[config.mk]
export PLATFORM = sky130hd
export DESIGN_NAME = ram_arbiter
export DESIGN_NICKNAME = d
export VERILOG_FILES = /design/src/rtl/ram_arbiter.sv
export SDC_FILE = /design/constraint.sdc
export NUM_CORES = 1
export LEC_CHECK = 0
export BUFFER_PORTS_ARGS = -buffer_cell sky130_fd_sc_hd__buf_2
export CORE_AREA = 2 2 112 114
export CTS_CLUSTER_DIAMETER = 40
export DETAILED_ROUTE_END_ITERATION = 8
export DIE_AREA = 0 0 114 116
export PLACE_DENSITY = 0.76
export SYNTH_ARGS = -nofsm -noshare
export SYNTH_HDL_FRONTEND = slang
export SYNTH_SLANG_ARGS = --single-unit
[constraint.sdc]
create_clock -name clk -period 3.7 [get_ports clk]
set_clock_uncertainty 0.05 [all_clocks]
set_input_delay 0.185 -clock clk [delete_from_list [all_inputs] [get_ports clk]]
set_output_delay 0.185 -clock clk [all_outputs]
set_load 0.05 [all_outputs]
[src/rtl/ram_arbiter.sv]
// Two-master arbiter in front of a single-port 256x32 word RAM with byte-strobe writes done as read-modify-write.
// Define ARB_ROUND_ROBIN_EN for round-robin tie-breaking; otherwise m0 has fixed priority.
module ram_arbiter #(
    parameter int ADDR_WIDTH = 8,
    parameter int DATA_WIDTH = 32
) (
    input  logic                  clk,
    input  logic                  reset,

    input  logic                  m0_valid,
    input  logic [31:0]           m0_addr,
    input  logic [DATA_WIDTH-1:0] m0_wdata,
    input  logic [3:0]            m0_wstrb,
    output logic                  m0_ready,
    output logic [DATA_WIDTH-1:0] m0_rdata,

    input  logic                  m1_valid,
    input  logic [31:0]           m1_addr,
    input  logic [DATA_WIDTH-1:0] m1_wdata,
    input  logic [3:0]            m1_wstrb,
    output logic                  m1_ready,
    output logic [DATA_WIDTH-1:0] m1_rdata,

    output logic                  ram_ren,
    output logic                  ram_wen,
    output logic [ADDR_WIDTH-1:0] ram_raddr,
    output logic [ADDR_WIDTH-1:0] ram_waddr,
    output logic [DATA_WIDTH-1:0] ram_wdata,
    input  logic [DATA_WIDTH-1:0] ram_rdata
);

    typedef enum logic [1:0] {
        IDLE,
        ACCESS,
        RDATA,
        MERGE
    } state_t;

    state_t                  state_q;
    logic                    grant_q;
    logic [ADDR_WIDTH-1:0]   index_q;
    logic [DATA_WIDTH-1:0]   wdata_q;
    logic [3:0]              wstrb_q;

    logic                    ramRen_q;
    logic                    ramWen_q;
    logic [ADDR_WIDTH-1:0]   ramRaddr_q;
    logic [ADDR_WIDTH-1:0]   ramWaddr_q;
    logic [DATA_WIDTH-1:0]   ramWdata_q;
    logic                    m0Ready_q;
    logic                    m1Ready_q;

`ifdef ARB_ROUND_ROBIN_EN
    logic                    lastGrant_q;
`endif

    logic                    anyValid;
    logic                    grant_d;
    logic [ADDR_WIDTH-1:0]   index_d;
    logic [DATA_WIDTH-1:0]   wdata_d;
    logic [3:0]              wstrb_d;
    logic [DATA_WIDTH-1:0]   mergedWord;

    // Only the word index is used; the byte offset and high bits alias.
    logic unused_addrBits;
    assign unused_addrBits = ^{m0_addr[31:ADDR_WIDTH+2], m0_addr[1:0],
                               m1_addr[31:ADDR_WIDTH+2], m1_addr[1:0]};

    assign anyValid = m0_valid | m1_valid;

    always_comb begin
`ifdef ARB_ROUND_ROBIN_EN
        if (m0_valid && m1_valid) begin
            grant_d = ~lastGrant_q;
        end else begin
            grant_d = ~m0_valid;
        end
`else
        grant_d = ~m0_valid;
`endif
        index_d = grant_d ? m1_addr[ADDR_WIDTH+1:2] : m0_addr[ADDR_WIDTH+1:2];
        wdata_d = grant_d ? m1_wdata : m0_wdata;
        wstrb_d = grant_d ? m1_wstrb : m0_wstrb;
    end

    // The old word arrives from the RAM in the MERGE cycle, so the merge stays combinational.
    always_comb begin
        mergedWord = ram_rdata;
        for (int i = 0; i < DATA_WIDTH / 8; i++) begin
            if (wstrb_q[i]) begin
                mergedWord[8*i +: 8] = wdata_q[8*i +: 8];
            end
        end
    end

    always_ff @(posedge clk or posedge reset) begin
        if (reset) begin
            state_q    <= IDLE;
            grant_q    <= 1'b0;
            index_q    <= '0;
            wdata_q    <= '0;
            wstrb_q    <= '0;
            ramRen_q   <= 1'b0;
            ramWen_q   <= 1'b0;
            ramRaddr_q <= '0;
            ramWaddr_q <= '0;
            ramWdata_q <= '0;
            m0Ready_q  <= 1'b0;
            m1Ready_q  <= 1'b0;
`ifdef ARB_ROUND_ROBIN_EN
            lastGrant_q <= 1'b1;
`endif
        end else begin
            ramRen_q   <= 1'b0;
            ramWen_q   <= 1'b0;
            ramRaddr_q <= '0;
            ramWaddr_q <= '0;
            ramWdata_q <= '0;
            m0Ready_q  <= 1'b0;
            m1Ready_q  <= 1'b0;

            case (state_q)
                IDLE: begin
                    if (anyValid) begin
                        grant_q <= grant_d;
                        index_q <= index_d;
                        wdata_q <= wdata_d;
                        wstrb_q <= wstrb_d;
`ifdef ARB_ROUND_ROBIN_EN
                        lastGrant_q <= grant_d;
`endif
                        state_q <= ACCESS;
                        if (wstrb_d == 4'hF) begin
                            ramWen_q   <= 1'b1;
                            ramWaddr_q <= index_d;
                            ramWdata_q <= wdata_d;
                            m0Ready_q  <= ~grant_d;
                            m1Ready_q  <= grant_d;
                        end else begin
                            ramRen_q   <= 1'b1;
                            ramRaddr_q <= index_d;
                        end
                    end
                end

                ACCESS: begin
                    if (wstrb_q == 4'hF) begin
                        state_q <= IDLE;
                    end else if (wstrb_q == 4'h0) begin
                        state_q   <= RDATA;
                        m0Ready_q <= ~grant_q;
                        m1Ready_q <= grant_q;
                    end else begin
                        state_q    <= MERGE;
                        ramWen_q   <= 1'b1;
                        ramWaddr_q <= index_q;
                        m0Ready_q  <= ~grant_q;
                        m1Ready_q  <= grant_q;
                    end
                end

                RDATA:   state_q <= IDLE;
                MERGE:   state_q <= IDLE;
                default: state_q <= IDLE;
            endcase
        end
    end

    assign ram_ren   = ramRen_q;
    assign ram_wen   = ramWen_q;
    assign ram_raddr = ramRaddr_q;
    assign ram_waddr = ramWaddr_q;
    assign ram_wdata = (state_q == MERGE) ? mergedWord : ramWdata_q;
    assign m0_ready  = m0Ready_q;
    assign m1_ready  = m1Ready_q;
    assign m0_rdata  = (state_q == RDATA && !grant_q) ? ram_rdata : '0;
    assign m1_rdata  = (state_q == RDATA &&  grant_q) ? ram_rdata : '0;

endmodule

## Word level (Yosys, flattened, before mapping)

Cells that the tools add are included.

- Register bits: 99
- Latch bits: 0
- Logic and storage cells: 69
- Memory bits (writable): 0
- ROM bits: 0
- Bits of input ports: 172
- Memories kept: 0

- Divide/modulo/power cells: 0
- Eq/ne operators: 6
- Mux-type cells: 41
- Order comparisons: 0
- Add/sub/neg operators: 0
- Reduce and logical (&&, ||, !) cells: 7
- Bitwise operators: 3
- Shifts and indexed selects: 0
- $mul: 0

Operators by type and width:

| operator | count |
|---|---|
| $mux 32 | 7 |
| $mux 8 | 12 |
| $pmux 8 s2 | 1 |
| $mux 1 | 14 |
| $eq 4x4->1 const B | 2 |
| $pmux 1 s2 | 3 |
| $pmux 2 s3 | 1 |
| $eq 2x2->1 const B | 2 |
| $logic_not 4->1 | 1 |
| $mux 2 | 2 |
| $mux 4 | 1 |
| $eq 2x1->1 const B | 1 |
| $logic_and 1x1->1 | 2 |
| $logic_not 2->1 | 1 |
| $ne 2x2->1 const B | 1 |
| $not 1->1 | 2 |
| $reduce_and 2->1 | 1 |
| $reduce_or 2->1 | 1 |
| $logic_not 1->1 | 1 |
| $or 1x1->1 | 1 |

## Longest topological paths before layout

Gate-level depths: netlist of run 1.

- Depth in word-level cells: 5
- Depth in mapped cells: 6
- Depth with buffers taken out: 5

## Worst setup path before layout of run 1

Ideal clock, no wire load.

- Path kind: flip-flop to output port
- From: register state_q[0]
- To: output ram_wdata[10]
- Cell stages (with the launch flop): 6
- Setup slack: 1.764 ns
- Arrival: 1.701 ns
- Path buffers: 2
- Cells stage by stage: dfrtp_1 and2_1 buf_2 buf_2 nor2_1 a21oi_1

- Longest elaborated chain between the ends: 2

RTL lines:

| what | RTL line | RTL |
|---|---|---|
| start, declared | 39 | `state_t state_q;` |
| start signal, assigned | 98 | `state_q <= IDLE;` |
| start signal, assigned | 132 | `state_q <= ACCESS;` |
| start signal, assigned | 148 | `state_q <= IDLE;` |
| $eq 2x2->1 | 173 | `assign ram_wdata = (state_q == MERGE) ? mergedWord : ramWdata_q;` |
| $mux 32 | 173 |  |
| end, declared | 28 | `output logic [DATA_WIDTH-1:0] ram_wdata,` |

No other way between the ends.

## Worst setup path in the final report of run 1

- From: register state_q[0]
- To: output ram_wdata[24]

Same word-level chain as after synthesis.

==> results of run 1 <==
[worst max-delay path, stage by stage (launching register included)]
cell	delay, ns
dfrtp_1	0.45
and2_2	0.66
buf_4	0.41
nor2_1	0.07
a21oi_1	0.13
buf_2	0.29
[worst paths after layout]
kind                       cells after the start  slack [ns]              to         start
setup / recovery                               5        1.10   ram_wdata[24]    state_q[0]
hold / removal                                 3        0.07  ramWdata_q[30]  m1_wdata[30]
setup reg to reg                               5        1.73      wstrb_q[0]    state_q[1]
hold reg to reg                                1        0.44    ram_waddr[1]    index_q[1]
max in group asynchronous                      4        2.38    ram_raddr[0]         reset
min in group asynchronous                      3        0.34   ramWdata_q[0]         reset
[power by group]
part           switching [W]  internal (W)  leakage, nW
clock network       0.000398      0.000594        0.153
registers           0.000286       0.00141         1.23
logic                0.00190      0.000766         2.24
total                0.00259       0.00277         3.63
[through the flow]
stage	setup slack, ns	hold WS (ns)
floorplan	0.8746	0.2690
global placement	1.482	0.1494
detailed placement	1.453	0.1555
CTS	1.072	0.06350
global route	0.9413	0.07753
finish	1.099	0.06977
[timing repair]
action                    in CTS  in global routing
hold buffers                   1                  0
resized for setup              0                  0
hold endpoints to repair      29                  0
setup buffers                  0                  0
[layer usage]
metal | routed length, um | track usage
met4 | 180 | 0.06179
met5 | 0 | 0
met3 | 872 | 0.04341
met1 | 5457 | 0.2302
met2 | 7084 | 0.3706
[cell usage in the layout, fill, tap and decap left out, types with 2 or more instances in the layout]
cell type,instances
buf_2,239
nor2_1,116
dfrtp_1,99
a21oi_1,77
mux2i_1,75
and2_1,64
clkbuf_16,9
o2bb2ai_2,7
buf_4,7
nand2_1,4
or2_1,3
nand3_1,2
inv_1,2
bufinv_16,2
clkinv_4,2
[area by class of cell]
type,instances,area share
Sequential cell,99,0.3799
Timing Repair Buffer,247,0.1930
Clock buffer,10,0.03511
Multi-Input combinational cell,365,0.3479
Clock inverter,6,0.01381
Inverter,3,0.002111
Tap cell,147,0.02820
[registers in the layout, summed over array words and instances, names as in the netlist]
name        cells
wstrb_q         4
state_q         2
ram_ren         1
m0_ready        1
ramWdata_q     32
index_q         8
ram_raddr       8
ram_waddr       8
ram_wen         1
grant_q         1
wdata_q        32
m1_ready        1
[cells by family (layout without fill, tap and decap cells)]
kind of cell / after synthesis / after routing / synth area share
and+or+nand+nor: 199 / 199 / 0.1941
DFF: 99 / 99 / 0.5029
AOI/OAI and AO/OA: 91 / 91 / 0.1113
muxes: 75 / 75 / 0.1524
buffers and inverters: 39 / 266 / 0.03937
==> summary by stage, run 1 <==
GRT
The number of global-route vias before repair is 4150. The residual overflow from global routing is 0. The global-route usage over all layers is 0.1996.

The first global-routing pass estimated 20.36 mm of wire. Entering global routing, the biggest net connects 49 pins. The number of antenna violations at the first check in global routing was 0.

Timing
The relative slew slack is 0.2339. Summed over all failing endpoints, the final setup total negative slack is 0 ns. The number of slew-limit violations in the final report is 0. The final period demand of the worst path is 2.601 ns. The number of failing hold endpoints at the final stage is 0. The fraction of the cycle the final worst path needs is 0.7030.

Setup violations remaining at the end of the flow were counted as 0. The slew of the pin with the lowest slew margin is 1.149 ns. Setup repair after global routing left no endpoint under its margin. The fmax is 0.3845 GHz.

Cells and area
The area added between synthesis and finish is 32.38%. After routing the design area is 6521 um^2. The total area of multi-input combinational cells is 2268 um^2. In the final design database the tool counted 897 nets. The flip-flop and latch area is 2477 um^2. After filler insertion, the fill cell instance count of the layout stands at 1063. The finished layout holds 877 standard cells, fillers aside. The final core area utilization is 0.5475.

The repair_antennas step left the layout with diodes totalling 0. In the final layout, the share of cells above drive strength 1 is 0.3781.

Yosys
Of the synthesized area, sequential elements account for 0.5029. The leading area contributor after synthesis is dfrtp_1. The post-synthesis instance area is 4926 um^2.

The total nets after synthesis is 675. The warning count from the yosys run is 0. After synthesis the netlist holds a flip-flop and latch count of 99.

The synthesized netlist contains 31 unique library cells. The leading cell type by number of instances after synthesis is nor2_1. The post-synthesis instance total is 503. Counting flops with a built-in enable in the synthesized netlist gives 0. Yosys attributes the largest share of cell area to dfrtp_1 (50%), mux2i_1 (15%), nor2_1 (8.8%), and2_1 (8.3%), a21oi_1 (7.8%). Ranked by instance count, the synthesized netlist is headed by nor2_1 (116), dfrtp_1 (99), a21oi_1 (77), mux2i_1 (75), and2_1 (65). The leading register cell type out of synthesis is dfrtp_1. The average instance in the mapped netlist occupies 9.793 um^2. The share of synthesized area in the top cell type comes to 0.5029.

In the synthesized netlist the async set-or-reset flop fraction comes to 1.000.

Clock tree
The latest clock arrival within the worst-skew pair is 0.33 ns. The number of sinks on the clock net is 99. The H-tree depth is 3. The maximum buffer depth of the clock tree is 2. The number of buffers created by CTS is 9. The CTS tree is yes. The CTS clock-pin slew for the worst setup and hold paths is 0.07 ns.

The root buffer cell chosen for the clock tree is clkbuf_16.

Floorplan
The initial core utilization is 0.4136. The placeable core area is 11910 um^2. The floorplan has 40 rows.

The die is 114 um wide. The area of the die is 13220 um^2. In this run the count of I/O pins placed on the die edge is 288. Measured along the y axis, the die boundary spans 116 um.

Drt
The average wire length per cell after detail routing is 15.50 um. For this block, the routed nets add up to 13.59 mm of wire. The number of DRC violations after detailed-routing iteration 0 is 153.

The routed via count is 4353. The first TritonRoute pass finished after 4 iterations. The number of nets with antenna violations after detailed routing is 0. The via-per-instance ratio is 4.964. The DRC violation count after routing is 0.

Outcome
The run finished with clean final reports.

Power and ir drop
The power per standard cell area is 821.5 nW/um^2. The peak supply drop is 0.4277 mV. The final total power is 0.005357 W. In this run the static leakage power is 3.626 nW.

Worst setup path
STA puts the critical path data required time at 3.46 ns. The startpoint type of the worst setup path is a flop. By startpoint and endpoint, the worst setup path is classified as reg2out. STA classifies the critical path endpoint as an output port.

The data arrival time of the critical path is 2.37 ns. The maximum net fanout on the critical path is 39.

Placement
Input and output buffers added on the ports amount to 239. After legalization and detailed placement, the total HPWL measured 9.998 mm. The placed instance area is 6192 um^2. The global placer's final weighted congestion is 0.8150. Including well taps, the total number of placed cells is 860.

Job
The max-capacitance violation count is 0.

Worst hold path
The tightest min-delay check is of the in2reg type.
Note: power is estimated with default switching activity, not from simulation.
==> inputs of run 2 (changes only) <==
Clock period 3.7 ns to 2.5 ns, I/O delays scaled along.
==> summary by stage, run 2 (synthesis results as in run 1) <==
Timing
The relative slew slack is 0.5447. In the post-route analysis, the smallest setup slack over all paths is 0.1804 ns. Setup repair after global routing left no endpoint under its margin.

The fraction of the cycle the final worst path needs is 0.9278. After routing, the total negative slack on setup checks comes to 0 ns. The routed design could run at a clock period as short as 2.320 ns. Setup violations remaining at the end of the flow were counted as 0.

The number of slew-limit violations in the final report is 0. At the pin with the least slew margin, the transition time is 0.6815 ns. The fmax is 0.4311 GHz. The number of failing hold endpoints at the final stage is 0.

Cells and area
Excluding fillers, the count of instances in the completed layout stands at 880. Compared with the post-synthesis result, the final layout area differs by 32.51%. The number of nets in the layout is 900. The share of final-layout standard cells stronger than drive strength 1 is 0.3806. The count of inserted antenna diode cells is 0. The leading cell type in the layout, fill and taps excluded is buf_2. In the layout the commonest cells are buf_2 (239), nor2_1 (116), dfrtp_1 (99). In the final layout, the registers with the most flip-flops are ramWdata_q x32, wdata_q x32.

Job
The tool flagged a number of max-cap violations equal to 0.

Outcome
The run finished with clean final reports.

Drt
The count of nets left with antenna violations once routing finished came out at 0. In the routed design, unresolved DRC markers number 0. The average wire length per cell after detail routing is 15.15 um. The via-per-instance ratio is 4.991.

The number of iterations in the first detailed-routing pass is 4. The routed wire length is 13.33 mm. The detailed router finished its first iteration with 119 violations.

Summing over every cut layer, the via total after detailed routing is 4392.

Clock tree
The total setup buffers inserted after CTS is 0. The maximum buffer depth of the clock tree is 2. The latest clock arrival within the worst-skew pair is 0.33 ns. The CTS clock-pin slew for the worst setup and hold paths is 0.07 ns. The number of clock buffers added by TritonCTS is 9. The H-tree depth is 3. The CTS tree is yes. The clock tree root buffer cell is clkbuf_16.

The number of sinks on the clock net is 99.

Worst setup path
The endpoint of the lowest-slack register-to-register path is ram_waddr[5]. Of all nets on the critical path, the largest fanout is 38. STA classifies the critical path endpoint as an output port. By startpoint and endpoint, the worst setup path is classified as reg2out. The data arrival time of the critical path is 2.14 ns. The worst path required time is 2.33 ns.

The startpoint of the worst register-to-register path is wstrb_q[3]. The count of cells along the worst register-to-register path is 4. The first element of the critical path is state_q[0]. The setup check on the worst reg-to-reg path leaves a slack of 0.67 ns. The worst setup path is launched from a flop.

Power and ir drop
The final total power is 0.007771 W. The power per standard cell area is 1191 nW/um^2. The share of total power dissipated in sequential elements is 0.322.

Of the total power, the clock network draws 0.166. Cell internal power was estimated by the tool at 0.003943 W. The peak supply drop is 0.6400 mV.

The share of total power in combinational logic is 0.512. The switching power is 0.003828 W. The switching fraction of total power is 0.4926. Summed over all cells, the static leakage comes to 3.626 nW.

Worst hold path
The cell count of the worst hold path is 3. The endpoint with the worst hold slack is m1_ready. The worst min-delay path category is in2reg. The worst hold path begins at m1_valid.

Floorplan
From left edge to right edge, the die measures 114 um. The y dimension of the die is 116 um. After floorplanning, the core was divided into 40 placement rows. The initial core utilization is 0.4136.

The core region is 11910 um^2. The die covers 13220 um^2. In this run the count of I/O pins placed on the die edge is 288.

GRT
The number of antenna violations at the first check in global routing was 0. The pin count of the biggest net entering global routing is 70. The global-route wire length before repair is 20.57 mm. For this run the aggregate overflow at the end of global routing stands at 0. The global-route usage over all layers is 0.1970. The number of global-route vias before repair was 4215.

Placement
The post-place setup slack is 0.5746 ns. The number of port buffers is 239. The half-perimeter wire length after placement is 10.07 mm. Routability-driven placement finished with a final weighted congestion of 0.8064. Once placement completed, the tool counted placed cells totaling 863.
==> run 2: cell types whose count changed in the layout (fill, tap and decap cells not counted) <==
cell	delta
inv_6	+3
buf_12	+2
bufinv_16	-2
buf_4	+1
clkinv_4	-1
clkinvlp_4	+1
inv_4	-1
==> run 2: timing repair <==
item / 4_1_cts / 5_1_grt
resized for setup: 0 / 0
endpoints found under the hold margin: 30 / 0
hold buffers: 1 / 0
==> run 2: routing by layer <==
layer / up-vias / GRT usage / routed length, um
met2: 160 / 0.3548 / 6825
met4: 0 / 0.05203 / 206
met5: - / 0 / 0
met1: 2086 / 0.2313 / 5317
met3: 16 / 0.05701 / 983
li1: 2130 / - / -
==> run 2: through the flow <==
stage	hold WS [ns]	instance area, um^2	util
final	0.01099	6528	0.5480
after global routing	0.008795	6528	0.5480
after CTS	0.003217	6528	0.5480
after detailed placement	0.2215	6241	0.5240
after global placement	0.2042	6241	0.5240
after floorplan	0.2090	4930	-
==> run 2: worst max path at each step <==
stage / end / slack [ns] / cells after the start
after global routing: ram_wdata[30] / 0.07 / 5
after detailed placement: ram_wdata[0] / 0.57 / 5
after global placement: ram_wdata[0] / 0.62 / 5
final: ram_wdata[30] / 0.18 / 5
after CTS: ram_wdata[0] / 0.21 / 5
after floorplan: ram_wdata[10] / 0.62 / 5
==> run 2: final cells by class <==
type                       instances  area (um^2)
fill                            1048         5384
sequential                        99         2477
multi-input combinational        365         2268
timing repair buffer             250         1306
clock buffer                      10        229.0
tap                              147        183.9
clock inverter                     6        47.55
inverter                           3        15.01
==> run 2: worst max-delay path, cell delays in order (launching register included) <==
cell and delay, ns:
dfrtp_1 0.46, and2_2 0.56, buf_12 0.27, nor2_1 0.06, a21oi_1 0.15, buf_2 0.29
==> run 2: power groups by stage <==
stage                     Clock, W  Sequential, W  Combinational, W
after floorplan                  0        0.00268           0.00289
after global placement           0        0.00251           0.00391
after detailed placement         0        0.00254           0.00399
after CTS                  0.00131        0.00251           0.00400
after global routing       0.00140        0.00258           0.00426
final                      0.00129        0.00250           0.00398
